### src/rtl/alu_issue.sv
// Serialized single-issue controller around an external combinational ALU.
// Owns a 16x32 register file; each legal instruction takes IDLE -> EXEC -> WB.
package alu_pkg;
  typedef enum logic [3:0] {
    ADD  = 4'd0,
    SUB  = 4'd1,
    AND  = 4'd2,
    OR   = 4'd3,
    XOR  = 4'd4,
    SLT  = 4'd5,
    SLTU = 4'd6,
    SLL  = 4'd7,
    SRL  = 4'd8,
    SRA  = 4'd9
  } Op;

  typedef logic [31:0] UbitData;
endpackage

module alu_issue
  import alu_pkg::*;
#(
  parameter int unsigned RETIRE_W = 16
) (
  input  logic                clk,
  input  logic                rst,
  input  logic                in_valid,
  output logic                in_ready,
  input  logic [15:0]         in_instr,
  output Op                   alu_op,
  output UbitData             alu_a,
  output UbitData             alu_b,
  input  UbitData             alu_x,
  output logic                wr_valid,
  output logic [3:0]          wr_addr,
  output UbitData             wr_data,
  output logic                err,
  output logic [RETIRE_W-1:0] retired,
  input  logic [3:0]          dbg_addr,
  output UbitData             dbg_data
);

  localparam int unsigned REG_N     = 16;
  localparam int unsigned ADDR_W    = 4;
  localparam int unsigned OPC_W     = 4;
  localparam int unsigned IMM_W     = 8;
  localparam logic [OPC_W-1:0] OPC_LDI     = 4'hF;
  localparam logic [OPC_W-1:0] OPC_ALU_MAX = 4'd9;

  typedef enum logic [1:0] {
    S_IDLE = 2'd0,
    S_EXEC = 2'd1,
    S_WB   = 2'd2
  } state_e;

  state_e              r_state;
  state_e              w_state_nxt;
  Op                   r_op;
  Op                   w_op_nxt;
  UbitData             r_a;
  UbitData             w_a_nxt;
  UbitData             r_b;
  UbitData             w_b_nxt;
  logic [ADDR_W-1:0]   r_rd;
  logic [ADDR_W-1:0]   w_rd_nxt;
  UbitData             r_result;
  logic                r_err;
  logic                w_err_nxt;
  logic                w_capture;
  logic                w_commit;
  logic [RETIRE_W-1:0] r_retired;
  UbitData             r_rf [REG_N];

  logic [OPC_W-1:0]    w_opc;
  logic [ADDR_W-1:0]   w_rd;
  logic [ADDR_W-1:0]   w_rs1;
  logic [ADDR_W-1:0]   w_rs2;
  logic [IMM_W-1:0]    w_imm;
  logic                w_is_ldi;
  logic                w_legal;
  UbitData             w_rs1_data;
  UbitData             w_rs2_data;

  // Instruction field decode and register-file read ports (r0 hardwired to zero).
  assign w_opc      = in_instr[15:12];
  assign w_rd       = in_instr[11:8];
  assign w_rs1      = in_instr[7:4];
  assign w_rs2      = in_instr[3:0];
  assign w_imm      = in_instr[7:0];
  assign w_is_ldi   = (w_opc == OPC_LDI);
  assign w_legal    = w_is_ldi || (w_opc <= OPC_ALU_MAX);
  assign w_rs1_data = (w_rs1 == ADDR_W'(0)) ? '0 : r_rf[w_rs1];
  assign w_rs2_data = (w_rs2 == ADDR_W'(0)) ? '0 : r_rf[w_rs2];

  always_comb begin
    w_state_nxt = r_state;
    w_op_nxt    = r_op;
    w_a_nxt     = r_a;
    w_b_nxt     = r_b;
    w_rd_nxt    = r_rd;
    w_err_nxt   = 1'b0;
    w_capture   = 1'b0;
    w_commit    = 1'b0;
    case (r_state)
      S_IDLE: begin
        if (in_valid) begin
          if (w_legal) begin
            w_state_nxt = S_EXEC;
            w_rd_nxt    = w_rd;
            if (w_is_ldi) begin
              w_op_nxt = ADD;
              w_a_nxt  = '0;
              w_b_nxt  = 32'(w_imm);
            end else begin
              w_op_nxt = Op'(w_opc);
              w_a_nxt  = w_rs1_data;
              w_b_nxt  = w_rs2_data;
            end
          end else begin
            w_err_nxt = 1'b1;
          end
        end
      end
      S_EXEC: begin
        w_state_nxt = S_WB;
        w_capture   = 1'b1;
      end
      S_WB: begin
        w_state_nxt = S_IDLE;
        w_commit    = 1'b1;
      end
      default: begin
        w_state_nxt = S_IDLE;
      end
    endcase
  end

  always_ff @(posedge clk or posedge rst) begin
    if (rst) begin
      r_state   <= S_IDLE;
      r_op      <= ADD;
      r_a       <= '0;
      r_b       <= '0;
      r_rd      <= '0;
      r_result  <= '0;
      r_err     <= 1'b0;
      r_retired <= '0;
    end else begin
      r_state <= w_state_nxt;
      r_op    <= w_op_nxt;
      r_a     <= w_a_nxt;
      r_b     <= w_b_nxt;
      r_rd    <= w_rd_nxt;
      r_err   <= w_err_nxt;
      if (w_capture) begin
        r_result <= alu_x;
      end
      if (w_commit) begin
        r_retired <= r_retired + RETIRE_W'(1);
      end
    end
  end

  // Register file; an aborted instruction never reaches the commit edge.
  always_ff @(posedge clk or posedge rst) begin
    if (rst) begin
      for (int i = 0; i < int'(REG_N); i++) begin
        r_rf[i] <= '0;
      end
    end else if (w_commit && (r_rd != ADDR_W'(0))) begin
      r_rf[r_rd] <= r_result;
    end
  end

  assign in_ready = (r_state == S_IDLE);
  assign wr_valid = (r_state == S_WB);
  assign wr_addr  = r_rd;
  assign wr_data  = r_result;
  assign err      = r_err;
  assign retired  = r_retired;
  assign alu_op   = r_op;
  assign alu_a    = r_a;
  assign alu_b    = r_b;
  assign dbg_data = (dbg_addr == ADDR_W'(0)) ? '0 : r_rf[dbg_addr];

endmodule
### config.mk
export PLATFORM = sky130hd
export DESIGN_NAME = alu_issue
export DESIGN_NICKNAME = d
export VERILOG_FILES = /design/src/rtl/alu_issue.sv
export SDC_FILE = /design/constraint.sdc
export NUM_CORES = 2
export LEC_CHECK = 0
export CORE_UTILIZATION = 43
export DETAILED_ROUTE_END_ITERATION = 10
export HOLD_SLACK_MARGIN = 0.05
export MAX_ROUTING_LAYER = met4
export PLACE_DENSITY = 0.7
export SETUP_SLACK_MARGIN = 0.1
export SYNTH_ARGS = -nofsm -noshare
export SYNTH_HDL_FRONTEND = slang
export SYNTH_SLANG_ARGS = --single-unit
### constraint.sdc
create_clock -name clk -period 20.1 [get_ports clk]
set_input_delay 2.01 -clock clk [delete_from_list [all_inputs] [get_ports clk]]
set_output_delay 2.01 -clock clk [all_outputs]
set_load 0.02 [all_outputs]
### After elaboration in Yosys (flattened, before gate mapping)

Cells that the tools add are included.

| storage, ports and cells | value |
|---|---|
| bits in registers | 635 |
| output and inout bits | 155 |
| word-level logic and storage cells | 76 |

| cells by class | value |
|---|---|
| add/subtract/negate cells | 1 |
| $lt $le $gt $ge | 6 |
| equal/unequal tests | 5 |
| mux-type cells | 26 |
| bitwise operators | 4 |
| reductions and logical operators | 10 |

Operators by type and width:

| kind | number |
|---|---|
| bitwise mux 512 bit | 1 |
| binary-select mux 32 bit (select 4 bit) | 3 |
| 2-to-1 mux 32 bit | 12 |
| demux 32 bit (select 4 bit) | 1 |
| >= comparator 5 bit, second input constant | 4 |
| inverter 4 -> 5 bit | 4 |
| adder 16 x 1 -> 16 bit, second input constant | 1 |
| zero test 4 bit | 3 |
| less-than comparator 5 x 1 -> 1 bit, second input constant | 1 |
| 2-to-1 mux 1 bit | 5 |
| == test 4 bit, second input constant | 1 |
| <= comparator 4 bit, second input constant | 1 |
| 2-to-1 mux 2 bit | 2 |
| 2-to-1 mux 4 bit | 1 |
| case mux 2 bit (2 select lines) | 1 |
| nonzero test 4 bit | 1 |
| AND reduction 3 bit | 1 |
| == test 2 x 1 -> 1 bit, second input constant | 1 |
| == test 2 bit, second input constant | 1 |
| logical AND 1 bit | 2 |
| zero test 2 bit | 1 |
| != test 2 x 1 -> 1 bit, second input constant | 1 |
| != test 2 bit, second input constant | 1 |
| AND reduction 2 bit | 1 |
| logical OR 1 bit | 1 |

### Logic depth before layout (Yosys ltp)

| logic depth | value |
|---|---|
| depth after elaboration | 6 |
| mapped depth | 8 |
| mapped depth without buffers | 5 |

### Worst setup path before layout

OpenSTA, ideal clock, no wires.

| timing path | value |
|---|---|
| path type | input -> output |
| start point | in dbg_addr[0] |
| end point | out dbg_data[0] |
| arrival | 3499 ps |
| data required time | 18090 ps |
| setup slack | 14591 ps |
| cell stages on the path | 6 |
| path buffers | 3 |
| cell sequence | buf_4 > buf_6 > buf_4 > mux4_2 > mux2i_1 > a211oi_1 |

| on the way | value |
|---|---|
| word-level cells in the longest chain between the ends | 5 |
| elaborated cells on any way between the ends | 6 |

RTL lines:

| what | RTL line | RTL |
|---|---|---|
| start, declared | 39 | `input logic [3:0] dbg_addr,` |
| inverter 4 -> 5 bit (implied by the code) | 184 | `assign dbg_data = (dbg_addr == ADDR_W'(0)) ? '0 : r_rf[dbg_addr];` |
| binary-select mux 32 bit (select 4 bit) | 184 |  |
| 2-to-1 mux 32 bit (implied by the code) (2 in a row) | 184 |  |
| 2-to-1 mux 32 bit * | 184 |  |
| end, declared | 40 | `output UbitData dbg_data` |

Every way passes the cells marked *; elsewhere a longest branch is shown, timed or not. The select of a mux whose other input is x is not followed.

### Worst setup path in the final report

| timing path | value |
|---|---|
| start point | in dbg_addr[0] |
| end point | out dbg_data[28] |

The elaborated chain is that of the path after synthesis.

==> run metrics <==
Die Ht=289 um; Reg clk slew, reported paths=0.06 ns; Max-slew headroom=0.273; Final setup viols=0; TritonCTS buffer count=74; startpoint class of the critical path=primary input; starting density of the core=0.437; gr busiest metal=met2; Die Wd=289 um; Worst Path Required=18.09 ns; largest cells by area after synthesis=dfrtp_1, mux4_2, mux2_2; I/O pin cnt=210; post-route minimum period=7.94 ns; core box area=81100 um^2; maxcap violations=0; Syn Std Cell Area=35400 um^2; met1 Use GR=0.337; Starting DRT DRC Count=2063; largest net degree at the start of global routing=166; Clock Tree Buf Depth=3; Yosys warning count=0; grt met3 use=0.0522; CTS tree=yes; Clock H-tree levels=3; Post-Route WL=104000 um; maximum vdd drop=64.3 uV; crit path max fanout=59; Post-Route Skew=0.0251 ns; asr flop ratio synth=1.00; P_leak=17.6 nW; ANT nets after route=0; Tightest Hold Check Type=register to register; count of cell types in the netlist=46; Final Wtd Congestion=0.825; fin. max-slew vios=0; Final Instance Area=40500 um^2; Overall Power=5.30 mW; placed inst area=38000 um^2; RSZ-0062 raised after global routing=no; Slowest-stage cell, CP=buf_4; router iterations before antenna repair=7; Post-CTS Setup Bufs=0; hold_buf cts=0; DRC=0; clock root buffer=clkbuf_16; WL/cell=29.7 um; worst path cell trace=clkbuf_8 > buf_4 > buf_4 > mux4_2 > nor2b_1 > a211oi_1 > a211oi_1 > clkdlybuf4s50_1; fin crit share=0.395; Synth Flop Type=dfrtp_1; Finished Layout Cells=3514; worst slew pin tran=1.09 ns; max incr delay on CP=0.77 ns; first-pass GRT wire length=158000 um; critical path arrival=5.93 ns; final hold vios=0; post-synthesis sequential area ratio=0.448; Max Freq=0.126 GHz; post-cts sizing count=0; number of synthesized register bits=635; Port Buf Inserts=209; Total GRT Usage=0.262; initial antenna violation count=3; M2 GR Usage=0.409; vias per cell=6.59; Rows=104; Post-Place Cells=3379; vias in the first global route=24.2k; crit path buf inv count=4; Avg Inst Size Synth=15.1 um^2; most common cell after layout, fill and taps aside=dfrtp_1; half-perimeter wire length after placement=58000 um; ant diodes=0; total negative slack=0 ns; commonest non-fill, non-tap cells in the layout=dfrtp_1, mux2_2, mux4_2; Final nets=2451; Power Density=131 nW/um^2; Clock Sinks=635; area share of the leading cell type in the synthesized netlist=0.448; via count=23.1k; Post-synth EDFFs=0; Synth Net Count=2396; Clock Latency Late Sink=0.63 ns; Die Area=83600 um^2; CP delay by family, top=buffers and inverters; status=completed; crit end category=output pin; Fill cells=6713; WS Path Type=primary input to output pin; total gr overflow=0; layout cells sized above 1=0.439; Syn-to-layout area delta=14.3%; dominant cell type by area after synthesis=dfrtp_1; synthesized instance count=2340
## cell type report
| type | instances | area, um^2 | area share |
|---|---|---|---|
| Clock buffer | 107 | 2190 | 0.0540 |
| Clock inverter | 28 | 322 | 0.00794 |
| Inverter | 4 | 23.8 | 0.000587 |
| Multi-Input combinational cell | 1430 | 18400 | 0.453 |
| Sequential cell | 635 | 15900 | 0.392 |
| Tap cell | 1060 | 1330 | 0.0327 |
| Timing Repair Buffer | 250 | 2410 | 0.0595 |
## cells in the mapped netlist (16+ instances only)
library cell,instances
clkbuf_1,136
buf_2,79
mux2_2,499
a22o_1,56
buf_4,21
nor2b_1,44
buf_6,16
nand2_1,88
a22oi_1,87
mux2i_1,102
buf_1,16
a211oi_1,66
mux4_2,377
dfrtp_1,635
## registers in the layout (all words and copies together) (netlist names)
signal and count:
alu_a 32, alu_b 32, alu_op 4, err 1, r_rf 512, r_state 2
retired 16, wr_addr 4, wr_data 32
## worst register-to-register path: stages, from the launching register on
cell and delay (ns):
dfrtp_1 0.43, nor3b_1 0.53, nand2_1 0.40, a21oi_4 0.59, buf_4 0.53, a22o_1 0.25
## power by group
| group | internal [mW] | switching [mW] | total [mW] | leakage (nW) |
|---|---|---|---|---|
| logic | 1.03 | 0.609 | 1.64 | 7.91 |
| registers | 1.74 | 0.529 | 2.27 | 8.48 |
| clock network | 0.824 | 0.561 | 1.39 | 1.23 |
## logic make-up (layout without fill, tap and decap cells)
group | count (synthesis) | count (layout) | share of synthesized area
buffers and inverters | 275 | 389 | 0.0377
XOR/XNOR | 15 | 15 | 0.00371
multiplexers | 991 | 991 | 0.431
AO/OA/AOI/OAI | 233 | 233 | 0.0511
AND/OR/NAND/NOR | 190 | 190 | 0.0279
adder cells (fa/ha/maj) | 1 | 1 | 0.000353
flip-flops | 635 | 635 | 0.448
## per-stage QoR
stage / hold WS (ns) / utilization / setup WS [ns]
6_report: 0.418 / 0.500 / 12.16
5_1_grt: 0.429 / 0.500 / 11.82
4_1_cts: 0.418 / 0.500 / 12.07
3_5_place_dp: 0.404 / 0.469 / 12.07
3_3_place_gp: 0.393 / 0.469 / 12.08
2_1_floorplan: 0.458 / - / 0.303
## metal layers
metal / share of wire / up-vias
li1: - / 9337
met1: 0.40 / 12396
met2: 0.49 / 1144
met3: 0.082 / 269
met4: 0.035 / 0
met5: 0 / -
## path summary, 6_finish.rpt
path                        startpoint            to  slack [ns]  cells after the start
min in group asynchronous          rst    wr_data[5]        1.93                      2
setup / recovery           dbg_addr[0]  dbg_data[28]       12.16                      8
setup reg to reg            r_state[1]     alu_b[18]       17.30                      5
hold reg to reg              r_rf[489]     r_rf[489]        0.42                      0
max in group asynchronous          rst     r_rf[400]       15.76                      4
hold / removal               r_rf[489]     r_rf[489]        0.42                      0
Note: power is estimated with default switching activity, not from simulation.
